<file path="src/rtl/fpu_rt_sched.sv">
// Issue/writeback scheduler for the pool of radix-2 sqrt/div units: one-entry request buffer,
// lowest-free-unit start, and round-robin writeback grant with a delayed result-select pipe.
module fpu_rt_sched #(
  parameter int NUNITS    = 4,
  parameter int REG_WIDTH = 9,
  parameter int II_WIDTH  = 10,
  parameter int OP_WIDTH  = 13,
  parameter int DATA_LAT  = 5
) (
  input  logic                 clk,
  input  logic                 rst,
  input  logic                 except,
  input  logic                 req_en,
  input  logic [OP_WIDTH-1:0]  req_op,
  input  logic [REG_WIDTH-1:0] req_reg,
  input  logic [II_WIDTH-1:0]  req_II,
  output logic                 req_pause,
  input  logic [NUNITS-1:0]    unit_rdy,
  output logic [NUNITS-1:0]    unit_start,
  output logic [REG_WIDTH-1:0] start_reg,
  output logic [II_WIDTH-1:0]  start_II,
  output logic [OP_WIDTH-1:0]  start_op,
  output logic [4:0]           start_steps,
  output logic [2:0]           start_type,
  output logic                 start_root,
  input  logic [NUNITS-1:0]    unit_done,
  output logic [NUNITS-1:0]    unit_ack,
  output logic                 wb_en,
  output logic [2:0]           wb_unit,
  output logic [NUNITS-1:0]    data_sel
);

  // Low-byte op encodings of the fop_sqrt*/fop_div* family.
  localparam logic [7:0] FOP_SQRTDL = 8'h40;
  localparam logic [7:0] FOP_SQRTDH = 8'h41;
  localparam logic [7:0] FOP_SQRTE  = 8'h42;
  localparam logic [7:0] FOP_SQRTS  = 8'h43;
  localparam logic [7:0] FOP_DIVDL  = 8'h48;
  localparam logic [7:0] FOP_DIVDH  = 8'h49;
  localparam logic [7:0] FOP_DIVE   = 8'h4A;
  localparam logic [7:0] FOP_DIVS   = 8'h4B;

  // Result layout: {valid, steps[4:0], type[2:0], root}.
  function automatic logic [9:0] decode_op(input logic [7:0] op);
    logic [9:0] d;
    d = '0;
    case (op)
      FOP_SQRTDL, FOP_SQRTDH: d = {1'b1, 5'd13, 3'd0, 1'b1};
      FOP_DIVDL,  FOP_DIVDH:  d = {1'b1, 5'd13, 3'd0, 1'b0};
      FOP_SQRTE:              d = {1'b1, 5'd16, 3'd1, 1'b1};
      FOP_DIVE:               d = {1'b1, 5'd16, 3'd1, 1'b0};
      FOP_SQRTS:              d = {1'b1, 5'd6,  3'd2, 1'b1};
      FOP_DIVS:               d = {1'b1, 5'd6,  3'd2, 1'b0};
      default:                d = '0;
    endcase
    return d;
  endfunction

  logic                 full_q, full_d;
  logic [NUNITS-1:0]    rsv_q, rsv_d;
  logic [2:0]           rr_q, rr_d;
  logic [OP_WIDTH-1:0]  buf_op_q;
  logic [REG_WIDTH-1:0] buf_reg_q;
  logic [II_WIDTH-1:0]  buf_II_q;
  logic [4:0]           buf_steps_q;
  logic [2:0]           buf_type_q;
  logic                 buf_root_q;
  logic [NUNITS-1:0]    dsel_q [DATA_LAT];

  logic [9:0]           dec;
  logic                 load;
  logic                 go;
  logic                 found;
  logic                 starting;
  logic [NUNITS-1:0]    free;
  logic [NUNITS-1:0]    start_oh;
  logic [NUNITS-1:0]    elig;
  logic [2*NUNITS-1:0]  elig2;
  logic [NUNITS-1:0]    ack_oh;
  logic                 grant;
  int                   gsum;
  logic [2:0]           gidx;

  assign dec  = decode_op(req_op[7:0]);
  assign load = req_en & ~full_q & dec[9] & ~except & ~rst;

  // Issue: lowest-numbered unit that is idle and not already holding a started op.
  always_comb begin
    free     = unit_rdy & ~rsv_q;
    go       = full_q & ~except & ~rst;
    start_oh = '0;
    found    = 1'b0;
    for (int k = 0; k < NUNITS; k++) begin
      if (go && !found && free[k]) begin
        start_oh[k] = 1'b1;
        found       = 1'b1;
      end
    end
    starting = found;
  end

  // Writeback: rotate the eligible set so bit 0 is the pointer, then take the first hit.
  always_comb begin
    elig  = unit_done & rsv_q & {NUNITS{~except & ~rst}};
    elig2 = {elig, elig} >> rr_q;
    grant = 1'b0;
    gsum  = 0;
    for (int k = 0; k < NUNITS; k++) begin
      if (!grant && elig2[k]) begin
        grant = 1'b1;
        gsum  = int'(rr_q) + k;
      end
    end
    if (gsum >= NUNITS) gsum = gsum - NUNITS;
    gidx   = 3'(gsum);
    ack_oh = grant ? ({{(NUNITS-1){1'b0}}, 1'b1} << gidx) : '0;
    rr_d   = rr_q;
    if (grant) rr_d = (gidx == 3'(NUNITS-1)) ? 3'd0 : gidx + 3'd1;
  end

  always_comb begin
    full_d = full_q;
    rsv_d  = (rsv_q | start_oh) & ~ack_oh;
    if (except) begin
      full_d = 1'b0;
      rsv_d  = '0;
    end else if (starting) begin
      full_d = 1'b0;
    end else if (load) begin
      full_d = 1'b1;
    end
  end

  always_ff @(posedge clk) begin
    if (rst) begin
      full_q <= 1'b0;
      rsv_q  <= '0;
      rr_q   <= '0;
    end else begin
      full_q <= full_d;
      rsv_q  <= rsv_d;
      rr_q   <= rr_d;
    end
  end

  always_ff @(posedge clk) begin
    if (load) begin
      buf_op_q    <= req_op;
      buf_reg_q   <= req_reg;
      buf_II_q    <= req_II;
      buf_steps_q <= dec[8:4];
      buf_type_q  <= dec[3:1];
      buf_root_q  <= dec[0];
    end
  end

  // Result-select delay line; flush leaves it running, reset drops it.
  always_ff @(posedge clk) begin
    if (rst) begin
      for (int s = 0; s < DATA_LAT; s++) dsel_q[s] <= '0;
    end else begin
      dsel_q[0] <= ack_oh;
      for (int s = 1; s < DATA_LAT; s++) dsel_q[s] <= dsel_q[s-1];
    end
  end

  always @(posedge clk) begin
    if (!rst) assert (!(req_en && full_q));
  end

  assign req_pause   = full_q;
  assign unit_start  = start_oh;
  assign start_reg   = starting ? buf_reg_q   : '0;
  assign start_II    = starting ? buf_II_q    : '0;
  assign start_op    = starting ? buf_op_q    : '0;
  assign start_steps = starting ? buf_steps_q : '0;
  assign start_type  = starting ? buf_type_q  : '0;
  assign start_root  = starting & buf_root_q;
  assign unit_ack    = ack_oh;
  assign wb_en       = grant;
  assign wb_unit     = grant ? gidx : 3'd0;
  assign data_sel    = dsel_q[DATA_LAT-1];

endmodule

</file>
<file path="config.mk">
export PLATFORM = sky130hd
export DESIGN_NAME = fpu_rt_sched
export DESIGN_NICKNAME = d
export VERILOG_FILES = /design/src/rtl/fpu_rt_sched.sv
export SDC_FILE = /design/constraint.sdc
export NUM_CORES = 1
export LEC_CHECK = 0
export CELL_PAD_IN_SITES_DETAIL_PLACEMENT = 1
export CELL_PAD_IN_SITES_GLOBAL_PLACEMENT = 1
export CORE_MARGIN = 3
export CORE_UTILIZATION = 38
export DETAILED_ROUTE_END_ITERATION = 16
export GPL_ROUTABILITY_DRIVEN = 0
export GPL_TIMING_DRIVEN = 0
export PLACE_DENSITY_LB_ADDON = 0.2
export SETUP_SLACK_MARGIN = 0.05
export SLEW_MARGIN = 25
export SYNTH_ARGS = -nofsm -noshare
export SYNTH_HDL_FRONTEND = slang
export SYNTH_SLANG_ARGS = --single-unit
</file>
<file path="constraint.sdc">
create_clock -name clk -period 10.2 [get_ports clk]
set_input_delay 1.02 -clock clk [delete_from_list [all_inputs] [get_ports clk]]
set_output_delay 1.02 -clock clk [all_outputs]
set_load 0.02 [all_outputs]
</file>
* Word-level counts from Yosys, hierarchy flattened
Memory sizes are Yosys's and may differ from the RTL's.
Cells that the tools add are included.
** Storage, ports and cells
- Register bits after elaboration :: 49
- Memories :: 1
- Memory bits (writable) :: 20
- Logic and storage cells :: 103
- Output and inout port bits :: 58
** Cells by class
- Mux-type cells :: 33
- Bitwise operators :: 23
- Equality and inequality tests :: 9
- Reductions and logical operators :: 20
- Shifts and indexed selects :: 2
- Add/sub/neg operators :: 5
- Magnitude comparators :: 1
** Memories
- dsel_q :: words 5, width 4, read ports 5, clocked after memory_dff 0, write ports 5, RTL line 68 : logic [NUNITS-1:0] dsel_q [DATA_LAT];
** Operator list (count)
- two-way mux 32 bit :: 3
- equality test 8 x 7 -> 1 bit (second input constant) :: 8
- case mux 10 bit (6 select lines) :: 1
- >= comparator 32 x 4 -> 1 bit (second input constant) :: 1
- two-way mux 4 bit :: 6
- AND 4 bit :: 4
- two-way mux 3 bit :: 5
- two-way mux 1 bit :: 14
- two-way mux 13 bit :: 1
- logical AND 1 bit :: 10
- two-way mux 10 bit :: 1
- two-way mux 9 bit :: 1
- adder 3 x 2 -> 4 bit (second input constant) :: 2
- AND 1 bit :: 8
- inverter 4 bit :: 2
- right shift 8 x 3 -> 4 bit :: 1
- logical NOT 1 bit :: 6
- OR reduction 2 bit :: 3
- two-way mux 5 bit :: 1
- bitwise OR 1 bit :: 5
- adder 3 x 1 -> 4 bit (second input constant) :: 1
- bitwise OR 4 bit :: 1
- << shifter 1 x 3 -> 4 bit (first input constant) :: 1
- adder 3 x 1 -> 3 bit (second input constant) :: 1
- 4 further kinds :: 6

* Logic depth before layout (Yosys ltp)
- Depth in word-level cells :: 20
- Gate-level depth with buffers :: 10
- Gate-level depth less buffers :: 9

* Worst setup path before layout
OpenSTA, ideal clock, no wires.
- Path type :: input -> register
- From :: in req_op[2]
- To :: reg buf_II_q[0] (enable)
- Slack :: 4.538 ns
- Stages :: 3
- Data arrival time :: 5.133 ns
- Cell sequence :: nor4_1 > nand2_1 > nor4bb_1
** On the way
- Longest elaborated chain between the ends :: 6
** Ends and longest elaborated chain
- start, declared :: RTL line 14 : input logic [OP_WIDTH-1:0] req_op,
- equality test 8 x 7 -> 1 bit :: RTL line 47 : case (op)
- OR reduction 2 bit :: RTL line 47
- case mux 10 bit (6 select lines) (*) :: RTL line 47
- AND 1 bit (*) (3 in a row) :: RTL line 85 : assign load = req_en & ~full_q & dec[9] & ~except & ~rst;
- net load :: RTL line 71 : logic load;
- end signal, assigned :: RTL line 150 : buf_II_q <= req_II;
- end, declared :: RTL line 64 : logic [II_WIDTH-1:0] buf_II_q;
Mark *: on every way through the listed nets, which the timed path passes. The rest lies on a longest branch.
A chain may end at the register's enable or synchronous reset.

* Worst setup path after layout
- From :: in rst
- To :: out unit_ack[3]
** On the way
- Longest elaborated chain between the ends :: 18
** Ends and longest elaborated chain
- start, declared :: RTL line 11 : input logic rst,
- inverter 1 bit (*) :: RTL line 104 : elig = unit_done & rsv_q & {NUNITS{~except & ~rst}};
- AND 1 bit (*) :: RTL line 104
- AND 4 bit (*) :: RTL line 104
- right shift 8 x 3 -> 4 bit (*) :: RTL line 105 : elig2 = {elig, elig} >> rr_q;
- two-way mux 1 bit :: RTL line 109 : if (!grant && elig2[k]) begin
- logical NOT 1 bit :: RTL line 109
- logical AND 1 bit :: RTL line 109
- two-way mux 1 bit :: RTL line 109
- [... 2 more ...]
- two-way mux 1 bit :: RTL line 109
- logical NOT 1 bit :: RTL line 109
- logical AND 1 bit :: RTL line 109
- two-way mux 32 bit :: RTL line 109
- >= comparator 32 x 4 -> 1 bit or subtractor 3 bit (tied branches) :: RTL line 114 : if (gsum >= NUNITS) gsum = gsum - NUNITS;
- two-way mux 3 bit :: RTL line 114
- << shifter 1 x 3 -> 4 bit :: RTL line 116 : ack_oh = grant ? ({{(NUNITS-1){1'b0}}, 1'b1} << gidx) : '0;
- two-way mux 4 bit (*) :: RTL line 116
- end, declared :: RTL line 27 : output logic [NUNITS-1:0] unit_ack,
Mark *: on every way between the ends. The rest lies on a longest branch, timed or not.

==> results.cfg <==
[clock_network]
cts_buffers = 9
cts_sinks = 65
postCtsHoldBufs = 0
cts_resized = 0
postCtsSetupBuffers = 0
path_clk_slew_ns = 0.07
clk_latency_ns = 0.34
h-tree-depth = 3
clockRootBuffer = clkbuf_8
cts_buffer_depth = 2
cts_tree = yes

[placement]
placed_cell_area_mm2 = 0.00412
pre_cts_ws_ns = 4.93
dp_cells = 447
dp_hpwl_um = 5540
portBuffers = 100

[cells_and_area]
fin_area_mm2 = 0.00431
post-route-util_pct = 58.2
fin_cells = 463
drive_gt1_share_pct = 11.8
multi_input_area_mm2 = 0.00115
nFillCells = 783
diodes = 0
layout.nets = 411
seq_area_mm2 = 0.00167
syn2layout_area_growth_pct = 45.5

[pwr]
intPower_mw = 0.404
p_leak_nw = 1.63
ir_drop_mv = 0.0699
pwr-share-seq_pct = 54.4
p_comb_share_pct = 4.7
power.density_mw_per_mm2 = 118
p_switching_mw = 0.105
total_power_mw = 0.509
p_sw_share_pct = 20.6
clockPowerShare_pct = 40.9

[logic_synthesis]
async_reset_ff_share_pct = 0
ys_ff_latch = 65
synth_edf_count = 37
synth_cell_types = 45
synth.area.mux_share_pct = 3.25
synth_area_mm2 = 0.00296
postSynthCellCount = 245
syn_avg_cell_area_um2 = 12.1
synth_compound_area_share_pct = 7.48
synth_top_family_by_area = simple AND/OR/NAND/NOR gates
syn_nets = 297
seq_area_frac_synth_pct = 56.4
synthXorXnorAreaFrac_pct = 0.887
yosys.area_share.simple_pct = 23.1
ys_warn_count = 0
ys.flop_type = edfxtp_1
synthAdderAreaFrac_pct = 3.38

[timing]
final.period_utilization_pct = 51.3
fin_ws_ns = 4.97
rsz0062_at_grt = false
fin_worst_skew_ns = 0.00778
finalHoldViolCount = 0
tns_ns = 0
holdWs_ns = 0.436
finalWorstPathRequiredPeriod_ns = 5.23
worst_pin_slew_ns = 0.862
fmax_ghz = 0.191
relSlewSlack_pct = 41.1
setup_viol = 0
slew_viol_final = 0

[drt]
drt_iter0_markers = 63
drt_wl_total_um = 7160
ant_nets = 0
vias_per_cell = 4.78
wl_per_cell_um = 15.5
via_count = 2213
drc = 0
drt_first_pass_iters = 4

[flow_run]
max_cap_viol_count = 0

[worst_setup_path]
arrival_ns = 4.21
worstPathRequired_ns = 9.18
start_kind = primary input
end_kind = output port
worstPathMaxFanout = 8
r2r_slack_ns = 7.28
critPathKind = in -> out

[floorplanning]
initial_core_util_pct = 40.0
core_area_mm2 = 0.00741
ios = 102
fp.dieArea_mm2 = 0.00889
die_x_um = 94.3
std_cell_rows = 31
die_h_um = 94.3

[global_routing]
grt_antenna_before_repair = 0
gr-total-overflow = 0
grt_pass1_wl_um = 11300
grt_max_degree = 13
grt_pass1_vias = 2299
grt_usage_pct = 16.8

[min_path]
hold_class = reg -> reg

[outcome]
status = complete, no violations
## routing by layer
layer | vias up | global-route usage [%] | routed length [um]
met5 | - | 0 | 0
met4 | 0 | 7.10 | 135
met3 | 12 | 4.41 | 363
met2 | 77 | 27.5 | 3590
met1 | 1055 | 20.8 | 3070
li1 | 1069 | - | -
## final timing paths
path	startpoint	to	cells past startpoint
min reg2reg	dsel_q[0][1]	dsel_q[0][5]	1
max	rst	unit_ack[3]	10
max reg2reg	rr_q[1]	rr_q[2]	10
min	dsel_q[0][1]	dsel_q[0][5]	1
## sequential cells by signal (all words and copies together) (netlist names)
register,count
buf_root_q,1
buf_II_q,10
dsel_q,20
buf_op_q,13
buf_type_q,1
buf_steps_q,3
buf_reg_q,9
req_pause,1
rr_q,3
rsv_q,4
## Yosys cell counts, types with 2 or more instances
cell type | instances | area (um2)
edfxtp_1 | 37 | 1110
and4bb_4 | 4 | 65.1
clkbuf_1 | 6 | 22.5
and2_1 | 47 | 294
a211oi_1 | 2 | 15.0
o21ai_0 | 2 | 10.0
a21oi_1 | 12 | 60.1
dfxtp_1 | 28 | 561
nor3b_1 | 2 | 15.0
nor2b_1 | 19 | 119
nand2_1 | 8 | 30.0
ha_1 | 8 | 100
or3_1 | 2 | 12.5
inv_1 | 5 | 18.8
buf_4 | 9 | 67.6
mux2i_1 | 7 | 70.1
a211o_1 | 2 | 17.5
xnor2_1 | 2 | 17.5
nor4_1 | 4 | 25.0
nor2_1 | 12 | 45.0
nand2b_1 | 3 | 18.8
## logic make-up (layout without fill, tap and decap cells)
logic type                 count (synthesis)  in the layout
xor gates and xnor gates                   3              3
other                                      1              1
DFF                                       65             65
and+or+nand+nor                          107            107
adders and majority gates                  8              8
buffers and inverters                     23            142
muxes                                      9              9
AOI/OAI and AO/OA                         29             29
## power by group through the flow
stage / Sequential, mW / Combinational, mW / Clock [mW]
finish: 0.277 / 0.0239 / 0.208
global route: 0.277 / 0.0257 / 0.228
CTS: 0.277 / 0.0241 / 0.216
detailed placement: 0.283 / 0.0240 / 0
global placement: 0.283 / 0.0228 / 0
floorplan: 0.283 / 0.00431 / 0
## area by class of cell
type,count,share of cell area (%)
Buffer,18,3.25
Clock buffer,10,2.96
Clock inverter,6,1.36
Inverter,5,0.435
Multi-Input combinational cell,157,26.6
Sequential cell,65,38.8
Tap cell,99,2.87
Timing Repair Buffer,103,23.7
## worst max-delay path: stages
cell and delay [ns]:
clkdlybuf4s50_1 0.60, and4bb_4 0.26, mux2_4 0.31, o2bb2ai_4 0.15
or3b_4 0.42, nor2_1 0.20, a211o_1 0.17, ha_1 0.28
and2_1 0.17, clkdlybuf4s50_1 0.63
## placed cells by master, fill, tap and decap left out, types with 8 or more instances in the layout
cell / n
clkdlybuf4s50_1: 100
and2_1: 47
edfxtp_1: 37
dfxtp_1: 28
nor2b_1: 19
nor2_1: 12
a21oi_1: 12
buf_4: 12
clkbuf_8: 9
nand2_1: 8
ha_1: 8
No activity file was read; power rests on OpenSTA's default activity.
